$ cat config.mk
export PLATFORM = sky130hd
export DESIGN_NAME = ram_arbiter_2p
export DESIGN_NICKNAME = d
export VERILOG_FILES = /design/src/rtl/ram_arbiter_2p.sv
export SDC_FILE = /design/constraint.sdc
export NUM_CORES = 1
export LEC_CHECK = 0
export CELL_PAD_IN_SITES_DETAIL_PLACEMENT = 0
export CELL_PAD_IN_SITES_GLOBAL_PLACEMENT = 1
export CORE_MARGIN = 10
export CORE_UTILIZATION = 32
export DETAILED_ROUTE_END_ITERATION = 16
export PLACE_DENSITY_LB_ADDON = 0.1
export RECOVER_POWER = 100
export SETUP_SLACK_MARGIN = 0.1
export SKIP_CTS_REPAIR_TIMING = 1
export SYNTH_ARGS = -nofsm -noshare
export SYNTH_HDL_FRONTEND = slang
export SYNTH_SLANG_ARGS = --single-unit
$ cat constraint.sdc
create_clock -name clk -period 4.1 [get_ports clk]
set_input_delay 0.82 -clock clk [delete_from_list [all_inputs] [get_ports clk]]
set_output_delay 0.82 -clock clk [all_outputs]
set_load 0.005 [all_outputs]
$ cat src/rtl/ram_arbiter_2p.sv
// Two-requester arbiter sharing one synchronous single-port RAM; each access takes 4 cycles.
// Define ARB_FIXED_PRIO_EN to give requester 0 fixed priority on simultaneous requests.
module ram_arbiter_2p #(
  parameter int unsigned AW = 8,
  parameter int unsigned DW = 8
) (
  input  logic          clk,
  input  logic          rst,
  input  logic          req0,
  input  logic          we0,
  input  logic [AW-1:0] addr0,
  input  logic [DW-1:0] wdata0,
  output logic          gnt0,
  output logic          ack0,
  output logic [DW-1:0] rdata0,
  input  logic          req1,
  input  logic          we1,
  input  logic [AW-1:0] addr1,
  input  logic [DW-1:0] wdata1,
  output logic          gnt1,
  output logic          ack1,
  output logic [DW-1:0] rdata1,
  output logic [AW-1:0] ram_direccion,
  output logic [DW-1:0] ram_dato_e,
  output logic          ram_en,
  input  logic [DW-1:0] ram_dato_s
);

  typedef enum logic [1:0] {StIdle, StServe, StResp, StDone} state_e;

  state_e state;
  logic   sel;     // captured winner: 0 or 1
  logic   we_cap;  // captured write flag of the access in flight
  logic   win1;

`ifdef ARB_FIXED_PRIO_EN
  always_comb begin
    win1 = req1 & ~req0;
  end
`else
  logic last_grant;

  // On a tie the requester that did not win last time goes next.
  always_comb begin
    win1 = req1 & (~req0 | ~last_grant);
  end
`endif

  always_ff @(posedge clk) begin
    if (rst) begin
      state         <= StIdle;
      sel           <= 1'b0;
      we_cap        <= 1'b0;
      gnt0          <= 1'b0;
      gnt1          <= 1'b0;
      ack0          <= 1'b0;
      ack1          <= 1'b0;
      rdata0        <= '0;
      rdata1        <= '0;
      ram_direccion <= '0;
      ram_dato_e    <= '0;
      ram_en        <= 1'b0;
`ifndef ARB_FIXED_PRIO_EN
      last_grant    <= 1'b1;
`endif
    end else begin
      gnt0 <= 1'b0;
      gnt1 <= 1'b0;
      ack0 <= 1'b0;
      ack1 <= 1'b0;
      case (state)
        StIdle: begin
          if (req0 | req1) begin
            sel           <= win1;
            we_cap        <= win1 ? we1 : we0;
            ram_direccion <= win1 ? addr1 : addr0;
            ram_dato_e    <= win1 ? wdata1 : wdata0;
            ram_en        <= win1 ? we1 : we0;
            gnt0          <= ~win1;
            gnt1          <= win1;
`ifndef ARB_FIXED_PRIO_EN
            last_grant    <= win1;
`endif
            state         <= StServe;
          end
        end
        StServe: begin
          ram_en <= 1'b0;
          state  <= StResp;
        end
        StResp: begin
          // Registered RAM read data is valid in this cycle.
          if (!we_cap) begin
            if (sel) rdata1 <= ram_dato_s;
            else     rdata0 <= ram_dato_s;
          end
          ack0  <= ~sel;
          ack1  <= sel;
          state <= StDone;
        end
        StDone: begin
          state <= StIdle;
        end
        default: begin
          state <= StIdle;
        end
      endcase
    end
  end

endmodule

Word level (Yosys, flattened, before mapping)
Cells that the tools add are included.
Storage, ports and cells
  logic and storage cells: 43
  register bits after elaboration: 42
  output and inout port bits: 37
Operators by class
  bitwise logic cells: 11
  reductions and logical operators: 8
  muxes and demuxes: 7
  equality and inequality tests: 4
Operator list (number)
  $mux 8: 2
  $not 1->1: 8
  $pmux 2 s4: 1
  $reduce_and 3->1: 2
  $eq 2x2->1 const B: 2
  $reduce_and 2->1: 2
  $reduce_or 3->1: 1
  $eq 2x1->1 const B: 1
  $logic_not 2->1: 1
  $mux 1: 2
  $mux 2: 1
  $ne 2x2->1 const B: 1
  $or 1x1->1: 2
  $pmux 1 s2: 1
  $reduce_bool 2->1: 1
  $reduce_or 2->1: 1
  $and 1x1->1: 1

Logic depth before layout (Yosys ltp)
Gate-level depths: netlist of run 1.
  depth after elaboration: 6
  gate-level depth with buffers: 7
  mapped depth without buffers: 5

Worst setup path after synthesis of run 1
Ideal clock, no wire load.
  path type: input port to flip-flop
  from: input port rst
  to: register gnt0
  slack: 2.493 ns
  data arrival time: 1.466 ns
  setup time: 0.141 ns
  stages on the path: 3
  required time: 3.959 ns
  cells stage by stage: clkbuf_1 buf_1 nor3_1
On the way
  word-level cells in the longest chain between the ends: 1
Ends and longest elaborated chain
  from (decl): RTL line 8  | input logic rst,
  $reduce_or 3->1 (no line)
  to (signal assigned): RTL line 79  | gnt0 <= ~win1;
  to (decl): RTL line 13  | output logic gnt0,
No other way between the ends.
A chain may end at the register's enable or synchronous reset.

Worst setup path in the final report of run 1
  from: input port rst
  to: register ack1
On the way
  word-level cells in the longest chain between the ends: 1
Ends and longest elaborated chain
  $reduce_or 2->1 (no line)
  to (signal assigned): RTL line 98  | ack1 <= sel;
  to (decl): RTL line 21  | output logic ack1,
No other way between the ends.

==> impl_metrics.py, run 1 <==
metrics = {
    "grt": {
        "grt.total_usage": 0.107,
        "grt_remaining_overflow": 0,
        "number_of_global_route_vias_before_repair": 1528,
        "first_pass_grt_wire_length_mm": 7.75,
        "grt_max_degree": 43,
        "grt_antenna_before_repair": 0,
    },
    "worst_setup_path": {
        "worst_ep_arrival_time_ns": 2.63,
        "rr_worst_depth": 5,
        "ff2ff_setup_slack_ns": 2.42,
        "rr_startpoint": "state[0]$_SDFFE_PP0P_",
        "path_class": "input port to flip-flop",
        "worstPathCellList": "clkbuf_1 -> and3b_1",
        "slowest_stage_cell_crit_path": "clkbuf_1",
        "start_kind": "input port",
        "cpPeakStageDelay_ns": 1.50,
        "timing.critical_path.buf_inv": 1,
        "path_max_fanout": 42,
        "critical_path_required_time_ns": 4.29,
        "cpLargestDelayFamily": "buffers and inverters",
        "cp-end-kind": "flip-flop",
        "timing.rr.end": "state[1]$_SDFFE_PP0P_",
    },
    "sta": {
        "final.min_clock_period_ns": 2.44,
        "unrepaired_setup_endpoints_after_global_routing": "no",
        "worst-slew-pin-transition_ns": 2.13,
        "final.setup.tns_ns": 0,
        "hold-worst-slack_ns": 0.491,
        "final.setup_skew_ns": 0.00411,
        "setup_viol": 0,
        "hold_viol": 0,
        "achievable-frequency_mhz": 409,
        "timing.slew.headroom": -0.423,
        "final_min_period_over_clock_period": 0.596,
        "finalMaxSlewViolations": 43,
    },
    "synth": {
        "ys_warn_count": 0,
        "synth_cells": 187,
        "synth.largest_area_cell": "dfxtp_1",
        "synth_area_per_cell_sq_um": 9.82,
        "seq_area_frac_synth": 0.458,
        "synth_top_cell_area_share": 0.458,
        "synth-seq-cells": 42,
        "netlist_top_cells_area": "dfxtp_1 (46%), mux2i_1 (9.3%), a311oi_2 (8.2%), nor2_1 (7.2%), nand2_1 (5.3%)",
        "synth.cell_area_sq_mm": 0.00184,
        "synth_unique_cells": 30,
        "syn-num-nets": 237,
    },
    "floorplanning": {
        "floorplan.die.width_um": 95.7,
        "core_sq_mm": 0.00554,
        "boundaryPins": 83,
        "row_count": 27,
        "initial_core_utilization": 0.331,
        "die_y_um": 95.7,
        "floorplan.die_area_sq_mm": 0.00917,
    },
    "job": {
        "max_cap_violation_count": 1,
    },
    "min_path": {
        "hold-path-endpoint": "rdata0[5]$_SDFFE_PP0P_",
        "min_from": "rdata0[5]$_SDFFE_PP0P_",
        "timing.hold.worst.class": "flip-flop to flip-flop",
        "min_delay_path_depth": 2,
    },
    "clocking": {
        "clock_latency_ns": 0.29,
        "tritoncts.num_buffers": 5,
        "clkTransAtPathRegs_ns": 0.08,
        "cts_max_level": 2,
        "tritoncts_clock_tree": "yes",
        "clkSinkCount": 42,
        "clock-root-buffer": "clkbuf_8",
        "cts_buffer_depth": 2,
    },
    "route": {
        "drc": 0,
        "drt_iter0_markers": 33,
        "met3RoutedLength_um": 552,
        "via_per_inst": 4.54,
        "route.layer.met1.wl_mm": 2.01,
        "routed_wire_length_per_instance_um": 14.6,
        "ant_nets": 0,
        "highest-signal-layer": "met4",
        "wl_mm": 4.90,
        "first_pass_iters": 4,
        "wl_met2_mm": 2.28,
        "via_count": 1529,
    },
    "final_layout": {
        "syn_to_final_growth_pct": 48.9,
        "design.final.nets": 314,
        "n_fill_cell": 543,
        "final_common_cell": "clkdlybuf4s50_1",
        "fraction_of_final_layout_cells_sized_beyond_drive_strength_1": 0.125,
        "final_antenna_diode_count": 0,
        "most-common-layout-cells": "clkdlybuf4s50_1 (43), dfxtp_1 (42), dlygate4sd3_1 (38), nor2_1 (35), nand2_1 (26)",
    },
    "place": {
        "gp_congestion": 0.636,
        "buffer_ports.inserted": 82,
        "detailed_place_hpwl_mm": 3.67,
    },
    "power_and_ir_drop": {
        "power-per-cell-area_mw_per_mm2": 519,
        "leakage_uw": 0.00116,
        "maximum_resistive_drop_on_vdd_mv": 0.252,
    },
    "outcome": {
        "result_of_the_run": "finished with violations",
        "violations_in_the_final_reports": "max-capacitance violations, max-slew violations",
    },
}
==> Yosys cell counts, drive strengths merged <==
| cell | n |
|---|---|
| nor3 | 2 |
| a21bo | 1 |
| nor2 | 35 |
| a211oi | 2 |
| a21oi | 3 |
| nand2 | 36 |
| nor3b | 3 |
| a21boi | 1 |
| a31oi | 1 |
| a311oi | 16 |
| a221oi | 1 |
| and3b | 1 |
| mux2i | 17 |
| or2 | 1 |
| inv | 3 |
| buf | 10 |
| dfxtp | 42 |
| nand3b | 1 |
| o21ai | 2 |
| clkbuf | 4 |
| o21a | 1 |
| ha | 4 |
==> cells by family after synthesis <==
group / synth area share
fa+ha+maj: 0.0273
simple gates: 0.189
mux: 0.0927
buf+inv: 0.0695
flops: 0.458
compound gates: 0.164
==> layout make-up <==
| class | instances | area (sq um) | area share |
|---|---|---|---|
| Tap cell | 72 | 90.1 | 0.0330 |
| Sequential cell | 42 | 841 | 0.308 |
| Timing Repair Buffer | 84 | 830 | 0.303 |
| Clock buffer | 6 | 82.6 | 0.0302 |
| Inverter | 3 | 11.3 | 0.00412 |
| Clock inverter | 2 | 12.5 | 0.00458 |
| Multi-Input combinational cell | 128 | 867 | 0.317 |
==> through the flow <==
stage | util | power [uW] | std cells | setup WS, ns | area, sq um
floorplan | - | 956 | 187 | 2.49 | 1840
global placement | 0.477 | 1190 | 329 | 1.49 | 2640
detailed placement | 0.477 | 1200 | 329 | 1.43 | 2640
CTS | 0.494 | 1480 | 337 | 1.74 | 2740
global route | 0.493 | 1540 | 337 | 1.52 | 2730
finish | 0.493 | 1420 | 337 | 1.66 | 2730
==> state kept, by name (all words and copies together), names as in the netlist <==
signal / flops
ram_dato_e: 8
ram_direccion: 8
rdata0: 8
rdata1: 8
state: 2
ack0: 1
ack1: 1
gnt0: 1
gnt1: 1
last_grant: 1
ram_en: 1
sel: 1
we_cap: 1
==> worst max path at each step <==
| stage | endpoint | slack [ns] | startpoint | cells after the start |
|---|---|---|---|---|
| after global placement | ram_en$_SDFFE_PP0P_ | 1.49 | req0 | 4 |
| final | ack1$_SDFF_PP0_ | 1.66 | rst | 2 |
| after CTS | ram_en$_SDFFE_PP0P_ | 1.74 | req0 | 4 |
| after floorplan | gnt0$_SDFF_PP0_ | 2.49 | rst | 3 |
| after global routing | state[0]$_SDFFE_PP0P_ | 1.52 | rst | 2 |
| after detailed placement | ram_en$_SDFFE_PP0P_ | 1.43 | req0 | 4 |
==> power breakdown <==
part           switching, uW  internal [uW]  total (uW)
combinational            282            297         579
clock                    143            135         279
sequential              50.7            511         561
total                    476            943        1420
==> layer usage <==
metal / global-route usage / up-vias
li1: - / 791
met1: 0.119 / 685
met2: 0.169 / 48
met3: 0.0623 / 5
met4: 0.0332 / 0
met5: 0 / -
(Power assumes the default switching activity.)
==> run 2: changes to the inputs <==
--- a/config.mk
+++ b/config.mk
@@ -8,7 +8,7 @@
 export CELL_PAD_IN_SITES_DETAIL_PLACEMENT = 0
 export CELL_PAD_IN_SITES_GLOBAL_PLACEMENT = 1
 export CORE_MARGIN = 10
-export CORE_UTILIZATION = 32
+export CORE_UTILIZATION = 27
 export DETAILED_ROUTE_END_ITERATION = 16
 export PLACE_DENSITY_LB_ADDON = 0.1
 export RECOVER_POWER = 100
==> constraint.sdc (replaced) <==
create_clock -name clk -period 2.15 [get_ports clk]
set_input_delay 0.43 -clock clk [delete_from_list [all_inputs] [get_ports clk]]
set_output_delay 0.43 -clock clk [all_outputs]
set_load 0.005 [all_outputs]
==> run 2 against run 1 <==
Against the previous run: the flow now finishes without violations; register-to-register slack worse by 1.9 ns; cell count is 3.6% higher; non-clock buffer count is 7 higher; setup slack worse by 1.2 ns; power is 94% higher; via count is 1.2% higher; clock power is 92% higher; die area is 15% higher; global-route usage is 0.72 points lower; critical endpoint is now ram_direccion[7]; sequential share of layout area is 0.58 points lower; highest routed layer unchanged; clock skew is 0.0025 ns higher.
==> impl_metrics.py, run 2 (same netlist as run 1, synthesis figures left out) <==
metrics = {
    "route": {
        "via_count": 1547,
        "wl_mm": 5.19,
        "drc": 0,
        "routed_wire_length_per_instance_um": 14.9,
        "via_per_inst": 4.43,
        "first_pass_iters": 4,
        "ant_nets": 0,
        "drt_iter0_markers": 24,
    },
    "grt": {
        "grt_max_degree": 35,
        "grt_antenna_before_repair": 0,
        "first_pass_grt_wire_length_mm": 8.09,
        "grt.total_usage": 0.0995,
        "grt_remaining_overflow": 0,
        "number_of_global_route_vias_before_repair": 1612,
    },
    "floorplanning": {
        "core_sq_mm": 0.00646,
        "die_y_um": 102,
        "floorplan.die.width_um": 102,
        "floorplan.die_area_sq_mm": 0.0105,
        "row_count": 29,
        "initial_core_utilization": 0.284,
        "boundaryPins": 83,
    },
    "worst_setup_path": {
        "slowest_stage_cell_crit_path": "dlygate4sd3_1",
        "worst_ep_arrival_time_ns": 1.23,
        "ff2ff_setup_slack_ns": 0.56,
        "cp-end-kind": "output pin",
        "path_class": "flip-flop to output pin",
        "timing.rr.end": "ram_en$_SDFFE_PP0P_",
        "timing.critical_path.buf_inv": 1,
        "rr_worst_depth": 6,
        "cpPeakStageDelay_ns": 0.61,
        "worstPathCellList": "dlygate4sd3_1",
        "cpLargestDelayFamily": "buffers and inverters",
        "path_max_fanout": 2,
        "critical_path_source": "ram_direccion[7]$_SDFFE_PP0P_",
        "start_kind": "flip-flop",
        "critical_path_required_time_ns": 1.72,
        "rr_startpoint": "state[0]$_SDFFE_PP0P_",
    },
    "final_layout": {
        "design.final.nets": 321,
        "fraction_of_final_layout_cells_sized_beyond_drive_strength_1": 0.129,
        "most-common-layout-cells": "clkdlybuf4s50_1 (43), dfxtp_1 (42), dlygate4sd3_1 (38), nor2_1 (35), nand2_1 (26)",
        "n_fill_cell": 670,
        "final_antenna_diode_count": 0,
        "final_common_cell": "clkdlybuf4s50_1",
        "syn_to_final_growth_pct": 51.8,
    },
    "sta": {
        "finalMaxSlewViolations": 0,
        "hold-worst-slack_ns": 0.494,
        "unrepaired_setup_endpoints_after_global_routing": "no",
        "achievable-frequency_mhz": 602,
        "final.setup_skew_ns": 0.00665,
        "worst-slew-pin-transition_ns": 0.542,
        "setup_viol": 0,
        "final.setup.tns_ns": 0,
        "timing.slew.headroom": 0.638,
        "final_min_period_over_clock_period": 0.773,
        "final.min_clock_period_ns": 1.66,
        "hold_viol": 0,
    },
    "clocking": {
        "clock_latency_ns": 0.30,
        "cts_max_level": 2,
        "clkTransAtPathRegs_ns": 0.08,
        "cts_buffer_depth": 2,
        "clock-root-buffer": "clkbuf_8",
        "tritoncts.num_buffers": 5,
        "clkSinkCount": 42,
        "tritoncts_clock_tree": "yes",
    },
    "min_path": {
        "min_delay_path_depth": 2,
        "min_from": "rdata0[2]$_SDFFE_PP0P_",
        "timing.hold.worst.class": "flip-flop to flip-flop",
        "hold-path-endpoint": "rdata0[2]$_SDFFE_PP0P_",
    },
    "power_and_ir_drop": {
        "power.net_switching_uw": 910,
        "total_power_uw": 2750,
        "power_report.internal_total_uw": 1840,
        "seqPwrFrac": 0.389,
        "leakage_uw": 0.00120,
        "p_clk_frac": 0.195,
        "power-per-cell-area_mw_per_mm2": 987,
        "maximum_resistive_drop_on_vdd_mv": 0.509,
        "switching_share": 0.331,
        "pwr-share-comb": 0.416,
    },
    "outcome": {
        "result_of_the_run": "finished, final reports clean",
    },
    "place": {
        "gp_congestion": 0.712,
        "detailed_place_hpwl_mm": 3.99,
        "buffer_ports.inserted": 82,
    },
    "job": {
        "max_cap_violation_count": 0,
    },
}
## run 2: cell count changes in the layout (fill, tap and decap cells not counted), moves of 2 or more
cell and delta:
a311oi_2 -3, buf_12 +2, a311oi_1 +3, buf_4 +3
## run 2: through the flow
stage,setup slack [ns],util,instances,instance area (sq um)
2_1_floorplan,0.743,-,187,1840
3_3_place_gp,0.295,0.422,341,2720
3_5_place_dp,0.259,0.422,341,2720
4_1_cts,0.526,0.436,349,2820
5_1_grt,0.367,0.431,349,2790
6_report,0.489,0.431,349,2790
## run 2: how the worst max path moves through the flow
| stage | slack [ns] | to | cells past startpoint |
|---|---|---|---|
| 2_1_floorplan | 0.74 | ram_en$_SDFFE_PP0P_ | 5 |
| 3_3_place_gp | 0.30 | ram_en$_SDFFE_PP0P_ | 5 |
| 3_5_place_dp | 0.26 | ram_direccion[6]$_SDFFE_PP0P_ | 5 |
| 4_1_cts | 0.53 | ram_en | 1 |
| 5_1_grt | 0.37 | ram_en$_SDFFE_PP0P_ | 5 |
| 6_report | 0.49 | ram_direccion[7] | 1 |
## run 2: power groups by stage
stage / registers (uW) / logic (uW) / clock network (uW)
after floorplan: 1100 / 722 / 0
after CTS: 1080 / 1260 / 564
after detailed placement: 1100 / 1260 / 0
after global placement: 1100 / 1260 / 0
after global routing: 1100 / 1270 / 592
final: 1070 / 1150 / 536
## run 2: area by class of cell
| type | count | area [sq um] | share of cell area |
|---|---|---|---|
| timing repair buffer | 91 | 905 | 0.325 |
| clock inverter | 1 | 5.00 | 0.00180 |
| sequential | 42 | 841 | 0.302 |
| inverter | 3 | 11.3 | 0.00404 |
| multi-input combinational | 128 | 842 | 0.302 |
| tap | 77 | 96.3 | 0.0346 |
| clock buffer | 7 | 86.3 | 0.0310 |
## run 2: layer usage
metal / GRT usage / part of all wire
met1: 0.104 / 0.43
met5: 0 / 0
met2: 0.173 / 0.47
met4: 0.0325 / 0.011
met3: 0.0466 / 0.096
==> run 3: changes to the inputs <==
==> constraint.sdc (replaced) <==
create_clock -name clk -period 1.4 [get_ports clk]
set_input_delay 0.28 -clock clk [delete_from_list [all_inputs] [get_ports clk]]
set_output_delay 0.28 -clock clk [all_outputs]
set_load 0.005 [all_outputs]
==> run 3 against run 2 <==
Against the previous run: final area increased by 15%; first-iteration DRC count rose by 13%; highest routed layer unchanged; critical path depth up 5; core utilization increased by 6.6 points; critical path type is now flip-flop to flip-flop; sequential share of layout area shrank 3.8 points; sequential power grew 60%; cell count increased by 5.7%; largest power group unchanged.
==> impl_metrics.py, run 3 (same netlist as run 1, synthesis figures left out) <==
metrics = {
    "sta": {
        "final.setup_skew_ns": 0.00468,
        "worst-slew-pin-transition_ns": 0.298,
        "final.min_clock_period_ns": 1.36,
        "hold_viol": 0,
        "setup_viol": 0,
        "timing.slew.headroom": 0.801,
        "final_min_period_over_clock_period": 0.970,
        "unrepaired_setup_endpoints_after_global_routing": "yes",
        "achievable-frequency_mhz": 737,
        "finalMaxSlewViolations": 0,
    },
    "route": {
        "via_count": 1660,
        "ant_nets": 0,
        "routed_wire_length_per_instance_um": 16.4,
        "drt_iter0_markers": 27,
        "first_pass_iters": 5,
        "via_per_inst": 4.50,
        "wl_mm": 6.04,
        "drc": 0,
    },
    "worst_setup_path": {
        "critical_path_required_time_ns": 1.60,
        "rr_worst_depth": 6,
        "path_class": "flip-flop to flip-flop",
        "worst_ep_arrival_time_ns": 1.56,
        "cp-end-kind": "flip-flop",
        "path_max_fanout": 8,
        "start_kind": "flip-flop",
    },
    "grt": {
        "gr-max-usage-layer": "met2",
        "grt_remaining_overflow": 0,
        "grt_use_met3": 0.0520,
        "grt_max_degree": 35,
        "number_of_global_route_vias_before_repair": 1649,
        "grt_antenna_before_repair": 0,
        "grt.total_usage": 0.104,
        "grt.met2_usage": 0.181,
        "first_pass_grt_wire_length_mm": 8.54,
        "gr-usage-met1": 0.108,
    },
    "final_layout": {
        "syn_to_final_growth_pct": 75.0,
        "fraction_of_final_layout_cells_sized_beyond_drive_strength_1": 0.271,
        "most-common-layout-cells": "clkdlybuf4s50_1 (42), dfxtp_1 (39), nor2_1 (32), clkdlybuf4s25_1 (27), nand2_1 (25)",
        "design.final.nets": 342,
        "finalNonFillerCells": 369,
        "final_common_cell": "clkdlybuf4s50_1",
        "final_antenna_diode_count": 0,
    },
    "floorplanning": {
        "core_sq_mm": 0.00646,
        "floorplan.die.width_um": 102,
        "floorplan.die_area_sq_mm": 0.0105,
        "boundaryPins": 83,
        "die_y_um": 102,
        "initial_core_utilization": 0.284,
        "row_count": 29,
    },
    "power_and_ir_drop": {
        "total_power_uw": 5390,
        "maximum_resistive_drop_on_vdd_mv": 0.582,
        "leakage_uw": 0.00144,
        "power-per-cell-area_mw_per_mm2": 1680,
    },
    "clocking": {
        "clock-root-buffer": "clkbuf_8",
        "cts_buffer_depth": 2,
        "clkSinkCount": 42,
        "tritoncts.num_buffers": 5,
        "clock_latency_ns": 0.29,
        "cts_max_level": 2,
        "tritoncts_clock_tree": "yes",
        "clkTransAtPathRegs_ns": 0.08,
    },
    "outcome": {
        "result_of_the_run": "finished, final reports clean",
    },
    "place": {
        "detailed_place_hpwl_mm": 4.08,
        "gp_congestion": 0.721,
        "buffer_ports.inserted": 82,
        "number_of_placed_cells_counting_well_taps": 350,
    },
    "min_path": {
        "timing.hold.worst.class": "input port to flip-flop",
        "min_delay_path_depth": 2,
    },
    "job": {
        "max_cap_violation_count": 0,
    },
}
[run 3: changes by cell type in the layout (fill, tap and decap cells not counted), sizes merged]
| cell | change |
|---|---|
| clkdlybuf4s25 | +27 |
| dlymetal6s4s | +1 |
| clkinv | -1 |
| buf | +18 |
| clkbuf | +2 |
| dlygate4sd3 | -38 |
| clkdlybuf4s50 | -1 |
| bufinv | +1 |
| dlymetal6s2s | +11 |
[run 3: final timing paths]
path              slack (ns)                       endpoint                   start
hold reg to reg         0.49         rdata1[1]$_SDFFE_PP0P_  rdata1[1]$_SDFFE_PP0P_
setup / recovery        0.04  ram_direccion[7]$_SDFFE_PP0P_   state[1]$_SDFFE_PP0P_
setup reg to reg        0.04  ram_direccion[7]$_SDFFE_PP0P_   state[1]$_SDFFE_PP0P_
hold / removal          0.21          state[1]$_SDFFE_PP0P_                     rst
[run 3: worst max-delay path, stage by stage (launching register included)]
cell	delay [ns]
dfxtp_4	0.38
inv_4	0.04
ha_4	0.17
o21a_4	0.16
clkbuf_16	0.17
buf_4	0.13
a311oi_2	0.21
[run 3: area by class of cell]
cell class	count	area, sq um
fill	651	3250
clock buffer	6	82.6
clock inverter	1	30.0
tap	77	96.3
sequential	42	847
timing repair buffer	112	1190
inverter	3	16.3
multi-input combinational	128	946
[run 3: per-layer routing]
layer	share of wire	wire length, um
met1	0.42	2520
met2	0.48	2910
met3	0.090	541
met4	0.010	61
met5	0	0
[run 3: power by group]
group	switching, uW	internal (uW)
clock	409	571
sequential	204	1510
combinational	1120	1580
total	1730	3660
[run 3: stage by stage]
step | setup TNS, ns | cell area (sq um) | hold slack (ns) | util | setup slack [ns]
3_3_place_gp | -5.91 | 2830 | 0.475 | 0.438 | -0.305
2_1_floorplan | 0 | 1850 | 0.424 | - | 0.103
3_5_place_dp | -6.43 | 2830 | 0.487 | 0.438 | -0.356
4_1_cts | -1.63 | 2940 | 0.219 | 0.456 | -0.0672
6_report | 0 | 3210 | 0.210 | 0.497 | 0.0422
5_1_grt | -0.00955 | 3210 | 0.227 | 0.497 | -0.00955
